File: config.mk
export PLATFORM = sky130hd
export DESIGN_NAME = car_light_seq
export DESIGN_NICKNAME = d
export VERILOG_FILES = /design/src/rtl/car_light_seq.sv
export SDC_FILE = /design/constraint.sdc
export NUM_CORES = 1
export LEC_CHECK = 0
export ABC_AREA = 1
export CORE_ASPECT_RATIO = 1.5
export CORE_MARGIN = 5
export CORE_UTILIZATION = 30
export CTS_CLUSTER_SIZE = 25
export DETAILED_ROUTE_END_ITERATION = 10
export DONT_BUFFER_PORTS = 1
export HOLD_SLACK_MARGIN = 0.12
export MAX_ROUTING_LAYER = met4
export PLACE_DENSITY = 0.41
export SLEW_MARGIN = 20
export SYNTH_ARGS = -nofsm -noshare
export SYNTH_HDL_FRONTEND = slang
export SYNTH_SLANG_ARGS = --single-unit
File: constraint.sdc
create_clock -name clk_in -period 2.9 [get_ports clk_in]
set_clock_uncertainty 0.15 [all_clocks]
set_input_delay 0.29 -clock clk_in [delete_from_list [all_inputs] [get_ports clk_in]]
set_output_delay 0.29 -clock clk_in [all_outputs]
set_load 0.1 [all_outputs]
File: src/rtl/car_light_seq.sv
// Tail-light sequencer: synchronizes switches and the blink clock, then drives
// sequential turn, hazard and brake patterns on six lamps.
module car_light_seq #(
    parameter int unsigned SYNC_STAGES = 2,
    parameter int unsigned LAMPS       = 3
) (
    input  logic             clk_in,
    input  logic             rst_n,
    input  logic             blink_clk,
    input  logic             left_sw,
    input  logic             right_sw,
    input  logic             hazard_sw,
    input  logic             brake_sw,
    output logic [LAMPS-1:0] left_lamp,
    output logic [LAMPS-1:0] right_lamp,
    output logic [1:0]       mode
);

    localparam int unsigned N_IN      = 5;
    localparam int unsigned FILL_W    = 3;
    localparam int unsigned FILL_DONE = SYNC_STAGES + 1;

    if (LAMPS != 3) begin : g_bad_lamps
        $error("car_light_seq: LAMPS must be 3");
    end
    if (SYNC_STAGES < 2 || SYNC_STAGES > 4) begin : g_bad_sync
        $error("car_light_seq: SYNC_STAGES must be 2..4");
    end

    typedef enum logic [1:0] {
        IDLE   = 2'd0,
        LEFT   = 2'd1,
        RIGHT  = 2'd2,
        HAZARD = 2'd3
    } mode_e;

    logic [SYNC_STAGES-1:0][N_IN-1:0] sync_q;
    logic [N_IN-1:0]                  sync_c;
    logic                             blink_prev;
    logic [FILL_W-1:0]                fill_q;
    logic                             armed_c;
    logic                             tick_c;

    mode_e             mode_q, mode_d, req_c;
    logic [1:0]        step_q, step_d;
    logic [LAMPS-1:0]  left_d, right_d;

    logic s_blink, s_left, s_right, s_hazard, s_brake;

    // Input synchronizer chains, one per switch plus the blink clock
    always_ff @(posedge clk_in or negedge rst_n) begin
        if (!rst_n) begin
            sync_q <= '0;
        end else begin
            sync_q[0] <= {brake_sw, hazard_sw, right_sw, left_sw, blink_clk};
            for (int i = 1; i < int'(SYNC_STAGES); i++) begin
                sync_q[i] <= sync_q[i-1];
            end
        end
    end

    assign sync_c   = sync_q[SYNC_STAGES-1];
    assign s_blink  = sync_c[0];
    assign s_left   = sync_c[1];
    assign s_right  = sync_c[2];
    assign s_hazard = sync_c[3];
    assign s_brake  = sync_c[4];

    // Edge register plus a fill counter so reset-time levels never look like an edge
    always_ff @(posedge clk_in or negedge rst_n) begin
        if (!rst_n) begin
            blink_prev <= 1'b0;
            fill_q     <= '0;
        end else begin
            blink_prev <= s_blink;
            if (!armed_c) begin
                fill_q <= fill_q + FILL_W'(1);
            end
        end
    end

    assign armed_c = (fill_q == FILL_W'(FILL_DONE));
    assign tick_c  = s_blink & ~blink_prev & armed_c;

    function automatic logic [LAMPS-1:0] turn_pat(input logic [1:0] s);
        case (s)
            2'd0:    turn_pat = LAMPS'(3'b000);
            2'd1:    turn_pat = LAMPS'(3'b001);
            2'd2:    turn_pat = LAMPS'(3'b011);
            default: turn_pat = LAMPS'(3'b111);
        endcase
    endfunction

    // Mode/step state register with registered lamp outputs
    always_ff @(posedge clk_in or negedge rst_n) begin
        if (!rst_n) begin
            mode_q     <= IDLE;
            step_q     <= 2'd0;
            left_lamp  <= '0;
            right_lamp <= '0;
        end else begin
            mode_q     <= mode_d;
            step_q     <= step_d;
            left_lamp  <= left_d;
            right_lamp <= right_d;
        end
    end

    // Priority request, next mode/step and next lamp values
    always_comb begin
        mode_d  = mode_q;
        step_d  = step_q;
        left_d  = '0;
        right_d = '0;

        if (s_hazard || (s_left && s_right)) begin
            req_c = HAZARD;
        end else if (s_left) begin
            req_c = LEFT;
        end else if (s_right) begin
            req_c = RIGHT;
        end else begin
            req_c = IDLE;
        end

        if (req_c != mode_q) begin
            mode_d = req_c;
            step_d = 2'd0;
        end else if (tick_c) begin
            case (mode_q)
                LEFT, RIGHT: step_d = step_q + 2'd1;
                HAZARD:      step_d = {1'b0, ~step_q[0]};
                default:     step_d = 2'd0;
            endcase
        end

        case (mode_d)
            LEFT:    left_d  = turn_pat(step_d);
            RIGHT:   right_d = turn_pat(step_d);
            HAZARD: begin
                left_d  = {LAMPS{step_d[0]}};
                right_d = {LAMPS{step_d[0]}};
            end
            default: ;
        endcase

        // Brake lights any side not busy with a turn; hazard wins outright
        if (s_brake && mode_d != HAZARD) begin
            if (mode_d != LEFT) begin
                left_d = '1;
            end
            if (mode_d != RIGHT) begin
                right_d = '1;
            end
        end
    end

    assign mode = mode_q;

endmodule

==> implementation parameters, run 1 <==
Parameter                              Value

Synthesis
  Count of flip-flops with a built-in enable after synthesis ... 0
  Proportion of synthesized flip-flops having asynchronous set or reset ... between 90% and 100%
  Top FF cell, synth ... dfrtp_1
  Synthesized area per cell ... about 11 um2
  Seq cells post-synth ... 24
  Syn. warnings ... 0
  Synth Net Count ... 99
  Most frequent cells after synthesis ... dfrtp_1 (24), nand2_1 (15), nand3_1 (10)
  Area share of the leading cell type in the synthesized netlist ... 62.4%
  Count leader, synth ... dfrtp_1
  Sequential-to-total area share from yosys stat ... between 60% and 70%
  Post-synth cell types ... 18
  Synth Instances ... 88
  Area contributors post-synth ... dfrtp_1 (62%), nand2_1 (5.9%), ha_1 (5.2%)
  Netlist Area Pre-Place ... between 900 and 1000 um2
  Synth area leader ... dfrtp_1

Critical path
  Critical Path RT ... a little under 3000 ps
  Arrival time worst endpoint ... around 1900 ps
  Setup CP Type ... reg2reg
  Worst Setup End Kind ... flip-flop
  Critical path peak fanout ... 5
  Element type at the critical path start ... flip-flop

Die
  Overall die area ... around 4500 um2
  Starting Density ... a little under a third
  Core region area ... between 3000 and 4000 um2
  Die Wd ... around 56 um
  Total number of placement rows ... 25
  Die extent in y ... 79.4 um
  I/O pin count ... 15

Global route
  Maximum number of pins on one net before global-route repair ... 25
  First-pass GRT wire length ... 2700 um
  Total congestion overflow after global routing ... 0
  Global-route total usage across every layer ... 7.98%
  Via count of the first global-routing pass ... 621
  Initial antenna violation count ... 0

STA
  Max Slew Vio Count ... 0
  Share of the cycle needed by the critical path after routing ... around two thirds
  Final number of hold-violating endpoints ... 0
  Setup repair after global routing missed its margin ... false
  Worst max-slew margin expressed relative to the limit ... 41.4%
  Actual slew at the worst max-slew pin ... about 880 ps
  Post-route worst hold slack ... between 200 and 250 ps
  Clock period minus worst slack ... 1900 ps
  Post-Route Setup TNS ... 0 ps
  Number of endpoints failing setup at the final stage ... 0
  Maximum frequency from static timing analysis ... between 500 and 600 MHz

Clock network
  Max Root-Sink Buffers ... 2
  Clock slew at the register clock pins of the worst setup and hold paths ... 80 ps
  Post-cts sizing count ... 0
  TritonCTS Buffers ... 3
  Clock insertion delay at the later pin of the skew report ... 260 ps
  CTS tree ... done
  Number of levels the H-tree was split into ... 1
  Number of sinks on the clock net ... 24
  Cell at the root of the clock tree ... clkbuf_8

Status
  Run status ... finished, final reports clean

Finish
  Fraction of layout instances using a drive strength above 1 ... between 10% and 20%
  Area growth from synthesis to layout ... 19.2%
  Post-layout net count ... between 100 and 150
  Total inserted antenna cells ... 0
  Final core utilization ... a little under two fifths

Detailed routing
  Detailed Route Iter0 Violations ... 12
  Routed via count ... around 600
  DRC ... 0
  Vias per cell ... 4.24
  First-pass detailed-route iteration total ... 3
  Final ANT Viol Nets ... 0
  Highest metal layer used by the detailed router ... met4
  Met2 wire length ... around 800 um
  Total length of routed met3 wires ... 64 um
  DR WL/cell ... 11.0 um
  Post-Route WL ... around 1600 um
  Length of routed wiring on met1 ... approximately 670 um

Power
  Pwr Density ... about 630 nW/um2
  Total power after layout ... ~0.72 mW
  Leakage power ... 0.562 nW
  Peak supply drop ... approximately 0.29 mV

Place
  IO buf count ... 0
  Hpwl dp ... approximately 1200 um
  Final RePlAce weighted congestion ... between 0.7 and 0.8

Flow run
  Number of max-cap violations ... 0

Worst hold path
  Path class of the lowest-slack min-delay path ... reg2reg
==> sequential cells by signal, indices dropped and copies added (netlist names) <==
name,cells
sync_q,5
blink_prev,1
right_lamp,3
sync_c,5
step_q,2
mode,2
left_lamp,3
fill_q,3
==> per-stage QoR <==
| step | cell area (um2) | instances | worst slack [ps] |
|---|---|---|---|
| final | 1150 | 141 | 1000 |
| after global routing | 1150 | 141 | 794 |
| after global placement | 1030 | 130 | 1010 |
| after CTS | 1140 | 140 | 964 |
| after detailed placement | 1030 | 130 | 982 |
| after floorplan | 962 | 88 | 697 |
==> per-layer routing <==
metal	global-route usage, %	vias up
li1	-	308
met1	8.57	280
met2	13.6	8
met3	1.79	2
met4	4.28	0
met5	-	-
==> path summary, 6_finish.rpt <==
path,from,end,slack [ps],depth (start not counted)
worst max-delay path,mode[1],left_lamp[1],1000,11
worst min register to register,sync_q[1],sync_c[1],200,0
max in group asynchronous,rst_n,step_q[0],1880,2
worst max register to register,mode[1],left_lamp[1],1000,11
min in group asynchronous,rst_n,right_lamp[2],370,2
worst min-delay path,sync_q[1],sync_c[1],200,0
==> report_power, final <==
part / internal (mW) / total [mW] / switching, mW
logic: 0.0240 / 0.0732 / 0.0492
registers: 0.352 / 0.427 / 0.0748
clock network: 0.121 / 0.219 / 0.0980
==> worst max-delay path, stage by stage (launching register included) <==
cell	delay, ps
dfrtp_1	330
buf_4	290
inv_1	140
ha_1	290
inv_1	70
nand2_1	50
nand2_1	50
nand2_1	40
nand2_1	100
inv_2	70
nand3_2	100
nand3_1	80
==> cell usage in the layout (no fill, tap or decap) <==
master,instances
buf_2,1
buf_4,2
clkbuf_8,4
dfrtp_1,24
dlygate4sd3_1,6
ha_1,4
inv_1,9
inv_2,3
mux2_2,1
nand2_1,15
nand2_2,2
nand3_1,10
nand3_2,2
nand4_1,5
nor2_1,4
nor2_2,1
nor2_4,1
nor3_1,3
o21ai_0,1
o21bai_1,1
xnor2_1,1
xor2_2,1
==> logic make-up (layout without fill, tap and decap cells) <==
group	count (synthesis)	in the layout	share of synthesized area, %
buf+inv	12	25	4.68
mux	1	1	1.17
flops	24	24	62.4
fa+ha+maj	4	4	5.20
xor+xnor	2	2	2.60
compound gates	2	2	1.30
simple gates	43	43	22.6
==> repair_timing <==
| action | in CTS | in global routing |
|---|---|---|
| hold buffers | 6 | 1 |
| setup endpoints to repair | 0 | 0 |
| buffers inserted | 0 | 0 |
| endpoints found under the hold margin | 29 | 24 |
==> area by class of cell <==
class,count,area [um2]
fill,313,1980
timing repair buffer,9,80.1
sequential,24,601
clock buffer,4,55.1
tap,40,50.0
inverter,12,45.0
multi-input combinational,52,317
No activity file was read; power rests on OpenSTA's default activity.
==> inputs of run 2 (changes only) <==
==> constraint.sdc (replaced) <==
create_clock -name clk_in -period 1.85 [get_ports clk_in]
set_clock_uncertainty 0.15 [all_clocks]
set_input_delay 0.185 -clock clk_in [delete_from_list [all_inputs] [get_ports clk_in]]
set_output_delay 0.185 -clock clk_in [all_outputs]
set_load 0.1 [all_outputs]
==> run 2 against run 1 <==
Routed wire length increased by 5.7%. Critical path depth decreased by 1. Via count increased by 10%. Sequential share of layout area decreased by 1.6 points. Non-clock buffer count increased by 6. Design area increased by 3.9%. Flip-flop and latch count unchanged. Critical endpoint is now right_lamp[1]. Combinational power increased to 3.3 times the previous value. Highest routed layer unchanged. Largest cell class unchanged.
==> implementation parameters, run 2 (synthesis results as in run 1) <==
Parameter                              Value

Clock network
  Post-CTS Setup Bufs ... 0
  CTS tree ... done
  Max Root-Sink Buffers ... 2
  Clock insertion delay at the later pin of the skew report ... between 200 and 300 ps
  Cell at the root of the clock tree ... clkbuf_8
  Number of levels the H-tree was split into ... 1
  Clock slew at the register clock pins of the worst setup and hold paths ... about 80 ps
  Number of sinks on the clock net ... 24
  TritonCTS Buffers ... 3

Place
  IO buf count ... 0
  Final RePlAce weighted congestion ... approximately 0.77
  Placement-stage cell area ... between 1000 and 1500 um2
  Hpwl dp ... roughly 1300 um

Power
  Switch share ... 31.3%
  Total power after layout ... about 1.1 mW
  Pwr Density ... slightly above 900 nW/um2
  Leakage power ... slightly below 0.6 nW
  Peak supply drop ... ~0.59 mV
  Int Power ... 0.764 mW
  Share of total power in combinational logic ... a little over a fifth
  Clock share of power ... around 27%
  Sequential share of power ... roughly 51%
  Net switching power figure ... approximately 0.35 mW

Die
  Die Wd ... 56.2 um
  Overall die area ... 4460 um2
  Total number of placement rows ... 25
  Starting Density ... a little under a third
  Core region area ... ~3100 um2
  I/O pin count ... 15
  Die extent in y ... a little under 80 um

Finish
  Layout Cell Area excl Fill ... between 1000 and 1500 um2
  Total inserted antenna cells ... 0
  Most used cells in the layout excluding fill and tap cells ... dfrtp_1 (22), nand2_1 (15), nand3_1 (10)
  Final core utilization ... a little under two fifths
  Fraction of layout instances using a drive strength above 1 ... 25.2%
  Post-layout net count ... approximately 120
  Area growth from synthesis to layout ... 23.9%
  Fillers ... around 330
  Most common cell after layout, fill and taps aside ... dfrtp_1

STA
  Actual slew at the worst max-slew pin ... roughly 510 ps
  Max Slew Vio Count ... 0
  Number of endpoints failing setup at the final stage ... 0
  Maximum frequency from static timing analysis ... between 500 and 600 MHz
  Worst max-slew margin expressed relative to the limit ... approximately two thirds
  Clock period minus worst slack ... ~1700 ps
  Final number of hold-violating endpoints ... 0
  Post-Route Setup TNS ... 0 ps
  Share of the cycle needed by the critical path after routing ... 92.4%
  Setup repair after global routing missed its margin ... false

Critical path
  Worst path max stage delay ... 480 ps
  Critical path, cell by cell ... inv_1 -> ha_1 -> inv_1 -> nor2_1 -> nand2_1 -> nand2_1 -> nand2_1 -> inv_1 -> nand3_1 -> nand3_1
  Worst Path Buf+Inv ... 3
  Kind of cell adding the most delay to the critical path ... flip-flops
  Critical path peak fanout ... 4
  Element type at the critical path start ... flip-flop
  Critical Path RT ... 1850 ps
  Arrival time worst endpoint ... between 1500 and 2000 ps
  Setup CP Type ... reg2reg
  Worst Setup End Kind ... flip-flop
  Cell at the slowest stage of the critical path ... dfrtp_4

Detailed routing
  Detailed Route Iter0 Violations ... 6
  DR WL/cell ... around 11 um
  Vias per cell ... ~4.5
  Final ANT Viol Nets ... 0
  Post-Route WL ... 1650 um
  DRC ... 0
  First-pass detailed-route iteration total ... 2
  Routed via count ... 660

Worst hold path
  Path class of the lowest-slack min-delay path ... reg2reg

Global route
  Global-route track usage on met1 ... about a tenth
  Busiest grt layer ... met2
  Initial antenna violation count ... 0
  Global-route total usage across every layer ... a little under a tenth
  Via count of the first global-routing pass ... between 700 and 800
  First-pass GRT wire length ... between 3000 and 4000 um
  Maximum number of pins on one net before global-route repair ... 25
  Total congestion overflow after global routing ... 0
  Met3 Resource Use GR ... roughly 2.3%
  GRT met2 Usage ... about 15%

Flow run
  Number of max-cap violations ... 0

Status
  Run status ... finished, final reports clean
## run 2: changes by cell type in the layout (fill, tap and decap cells not counted), sizes merged
cell	previous run	this run
buf	3	9
## run 2: power by group through the flow
stage                     Combinational [mW]  Sequential (mW)  Clock, mW
after floorplan                       0.0616            0.696          0
final                                  0.239            0.571      0.302
after global routing                   0.257            0.576      0.343
after global placement                 0.220            0.581          0
after CTS                              0.241            0.572      0.320
after detailed placement               0.220            0.582          0
## run 2: cell type report
class	count	area, um2	area share [%]
Tap cell	40	50.0	4.20
Multi-Input combinational cell	52	322	27.0
Clock buffer	4	45.0	3.78
Timing Repair Buffer	15	125	10.5
Inverter	12	45.0	3.78
Sequential cell	24	606	50.8
## run 2: per-stage QoR
| stage | instances | setup slack, ps | hold slack (ps) |
|---|---|---|---|
| 6_report | 147 | 141 | 201 |
| 5_1_grt | 147 | 4.39 | 225 |
| 4_1_cts | 146 | 17.7 | 207 |
| 3_5_place_dp | 136 | 33.0 | -260 |
| 3_3_place_gp | 136 | 98.9 | -260 |
| 2_1_floorplan | 88 | 6.73 | -261 |
## run 2: worst reg2reg max path, stage by stage (launching register included)
cell,delay (ps)
dfrtp_4,480
inv_1,130
ha_1,250
inv_1,70
nor2_1,40
nand2_1,50
nand2_1,40
nand2_1,90
inv_1,90
nand3_1,110
nand3_1,90
## run 2: repair_timing
action / CTS / global route
hold buffers: 6 / 1
endpoints found under the setup margin: 0 / 6
resized for setup: 0 / 2
endpoints found under the hold margin: 29 / 24
## run 2: per-layer routing
metal	share of wire [%]	vias to the layer above
met5	0	-
met4	3.6	0
met3	4.3	4
met2	51	11
met1	41	319
li1	-	326
## run 2: worst paths after layout
check,slack [ps],cells past startpoint,from,endpoint
max in group asynchronous,900,2,rst_n,mode[1]
setup reg to reg,140,10,mode[1],right_lamp[1]
hold / removal,200,0,sync_q[1],sync_c[1]
hold reg to reg,200,0,sync_q[1],sync_c[1]
setup / recovery,140,10,mode[1],right_lamp[1]
min in group asynchronous,260,2,rst_n,left_lamp[1]
==> inputs of run 3 (changes only) <==
--- a/config.mk
+++ b/config.mk
@@ -9,6 +9,7 @@
 export CORE_ASPECT_RATIO = 1.5
 export CORE_MARGIN = 5
 export CORE_UTILIZATION = 30
+export CTS_BUF_LIST = sky130_fd_sc_hd__clkbuf_2 sky130_fd_sc_hd__clkbuf_4 sky130_fd_sc_hd__clkbuf_8
 export CTS_CLUSTER_SIZE = 25
 export DETAILED_ROUTE_END_ITERATION = 10
 export DONT_BUFFER_PORTS = 1
==> constraint.sdc (replaced) <==
create_clock -name clk_in -period 1.9 [get_ports clk_in]
set_clock_uncertainty 0.15 [all_clocks]
set_input_delay 0.19 -clock clk_in [delete_from_list [all_inputs] [get_ports clk_in]]
set_output_delay 0.19 -clock clk_in [all_outputs]
set_load 0.1 [all_outputs]
==> run 3 against run 2 <==
Register-to-register slack better by 99 ps. Maximum frequency is 3.0% higher. Sequential share of layout area decreased by 0.79 points. Design area up 1.2%. Core utilization increased by 0.44 points. Final cell count unchanged. Clock-buffer cell count unchanged. Critical path type unchanged. Largest power group unchanged.
==> implementation parameters, run 3 (synthesis results as in run 1) <==
Parameter                              Value

Critical path
  Arrival time worst endpoint ... between 1500 and 2000 ps
  Endpoint of the worst register-to-register path ... right_lamp[1]
  Worst r2r src ... fill_q[0]
  Worst R2R Path Depth ... 9
  Critical path peak fanout ... 6
  Element type at the critical path start ... flip-flop
  Setup CP Type ... reg2reg
  R2R Setup Slk ... ~240 ps
  Capturing element of the worst setup path ... right_lamp[1]
  CP Launch Point ... fill_q[0]
  Critical Path RT ... between 1500 and 2000 ps
  Worst Setup End Kind ... flip-flop

Power
  Peak supply drop ... between 0.4 and 0.5 mV
  Leakage power ... between 0.5 and 0.6 nW
  Pwr Density ... approximately 900 nW/um2

Finish
  Total inserted antenna cells ... 0
  Final Non-Filler Cells ... approximately 150
  Area growth from synthesis to layout ... 25.4%
  Fraction of layout instances using a drive strength above 1 ... between 20 and 30%
  Post-layout net count ... about 120
  Most used cells in the layout excluding fill and tap cells ... dfrtp_1 (22), nand2_1 (15), nand3_1 (10)
  Most common cell after layout, fill and taps aside ... dfrtp_1
  Fillers ... roughly 340

Place
  IO buf count ... 0
  Final RePlAce weighted congestion ... between 0.7 and 0.8
  Hpwl dp ... approximately 1200 um
  Placed insts ... ~140

STA
  Actual slew at the worst max-slew pin ... 272 ps
  Setup repair after global routing missed its margin ... false
  Maximum frequency from static timing analysis ... ~600 MHz
  Max Slew Vio Count ... 0
  Final number of hold-violating endpoints ... 0
  Clock period minus worst slack ... between 1500 and 2000 ps
  Post-Route Setup TNS ... 0 ps
  Post-route worst hold slack ... 188 ps
  Number of endpoints failing setup at the final stage ... 0
  Share of the cycle needed by the critical path after routing ... 87.4%
  Worst max-slew margin expressed relative to the limit ... 81.7%

Global route
  Total congestion overflow after global routing ... 0
  Via count of the first global-routing pass ... ~710
  First-pass GRT wire length ... about 3000 um
  Initial antenna violation count ... 0
  Maximum number of pins on one net before global-route repair ... 25
  Global-route total usage across every layer ... ~8.9%

Detailed routing
  Vias per cell ... ~4.3
  First-pass detailed-route iteration total ... 4
  Detailed Route Iter0 Violations ... 9
  DR WL/cell ... roughly 11 um
  Final ANT Viol Nets ... 0
  Routed via count ... 634
  Post-Route WL ... ~1700 um
  DRC ... 0

Clock network
  Clock insertion delay at the later pin of the skew report ... 260 ps
  Number of levels the H-tree was split into ... 1
  Clock slew at the register clock pins of the worst setup and hold paths ... 80 ps
  Number of sinks on the clock net ... 24
  Max Root-Sink Buffers ... 2
  CTS tree ... done
  TritonCTS Buffers ... 3
  Post-CTS Setup Bufs ... 0
  Cell at the root of the clock tree ... clkbuf_8

Die
  Starting Density ... between 30% and 40%
  I/O pin count ... 15
  Die extent in y ... between 70 and 80 um
  Overall die area ... ~4500 um2
  Die Wd ... roughly 56 um
  Core region area ... 3130 um2
  Total number of placement rows ... 25

Status
  Run status ... finished, final reports clean

Worst hold path
  Path class of the lowest-slack min-delay path ... in2async

Flow run
  Number of max-cap violations ... 0
run 3: how the worst min path moves through the flow:
stage,to,slack (ps),cells after the start
after floorplan,blink_prev,-260,0
after global placement,right_lamp[1],-250,0
after detailed placement,right_lamp[1],-250,0
after CTS,right_lamp[1],190,2
after global routing,right_lamp[1],190,2
final,right_lamp[1],190,2
run 3: worst max-delay path, cell delays in order (launching register included):
cell and delay (ps):
dfrtp_1 380, ha_1 160, ha_2 230, nand2_1 80, nor2_1 120, nand2_1 70
nand2_1 80, inv_1 80, nand3_1 100, nand3_1 90
run 3: metal layers:
metal  vias to the layer above  routed length, um  GRT usage (%)
li1                        319                  -              -
met1                       305                706           9.57
met2                         8                854           14.9
met3                         2                 56           2.11
met4                         0                 34           4.99
met5                         -                  0              -
run 3: per-stage QoR:
stage / total power, mW / area [um2] / util, % / setup WS [ps]
2_1_floorplan: 0.737 / 965 / - / 14.6
3_3_place_gp: 0.780 / 1070 / 34.4 / 229
3_5_place_dp: 0.780 / 1070 / 34.4 / 168
4_1_cts: 1.12 / 1200 / 38.5 / 157
5_1_grt: 1.17 / 1210 / 38.6 / 48.7
6_report: 1.11 / 1210 / 38.6 / 240
run 3: area by class of cell:
| cell class | instances | area, um2 | area share, % |
|---|---|---|---|
| Clock buffer | 4 | 48.8 | 4.05 |
| Inverter | 12 | 45.0 | 3.73 |
| Timing Repair Buffer | 15 | 140 | 11.6 |
| Multi-Input combinational cell | 52 | 319 | 26.5 |
| Sequential cell | 24 | 603 | 50.0 |
| Tap cell | 40 | 50.0 | 4.15 |
run 3: where the power goes:
group / internal (mW) / switching, mW / total (mW)
clock network: 0.164 / 0.153 / 0.317
logic: 0.0566 / 0.178 / 0.235
registers: 0.540 / 0.0152 / 0.555
run 3: repair_timing:
| item | in CTS | in global routing |
|---|---|---|
| setup endpoints to repair | 0 | 2 |
| hold buffers | 7 | 0 |
| resized for setup | 0 | 1 |
| hold endpoints to repair | 29 | 0 |
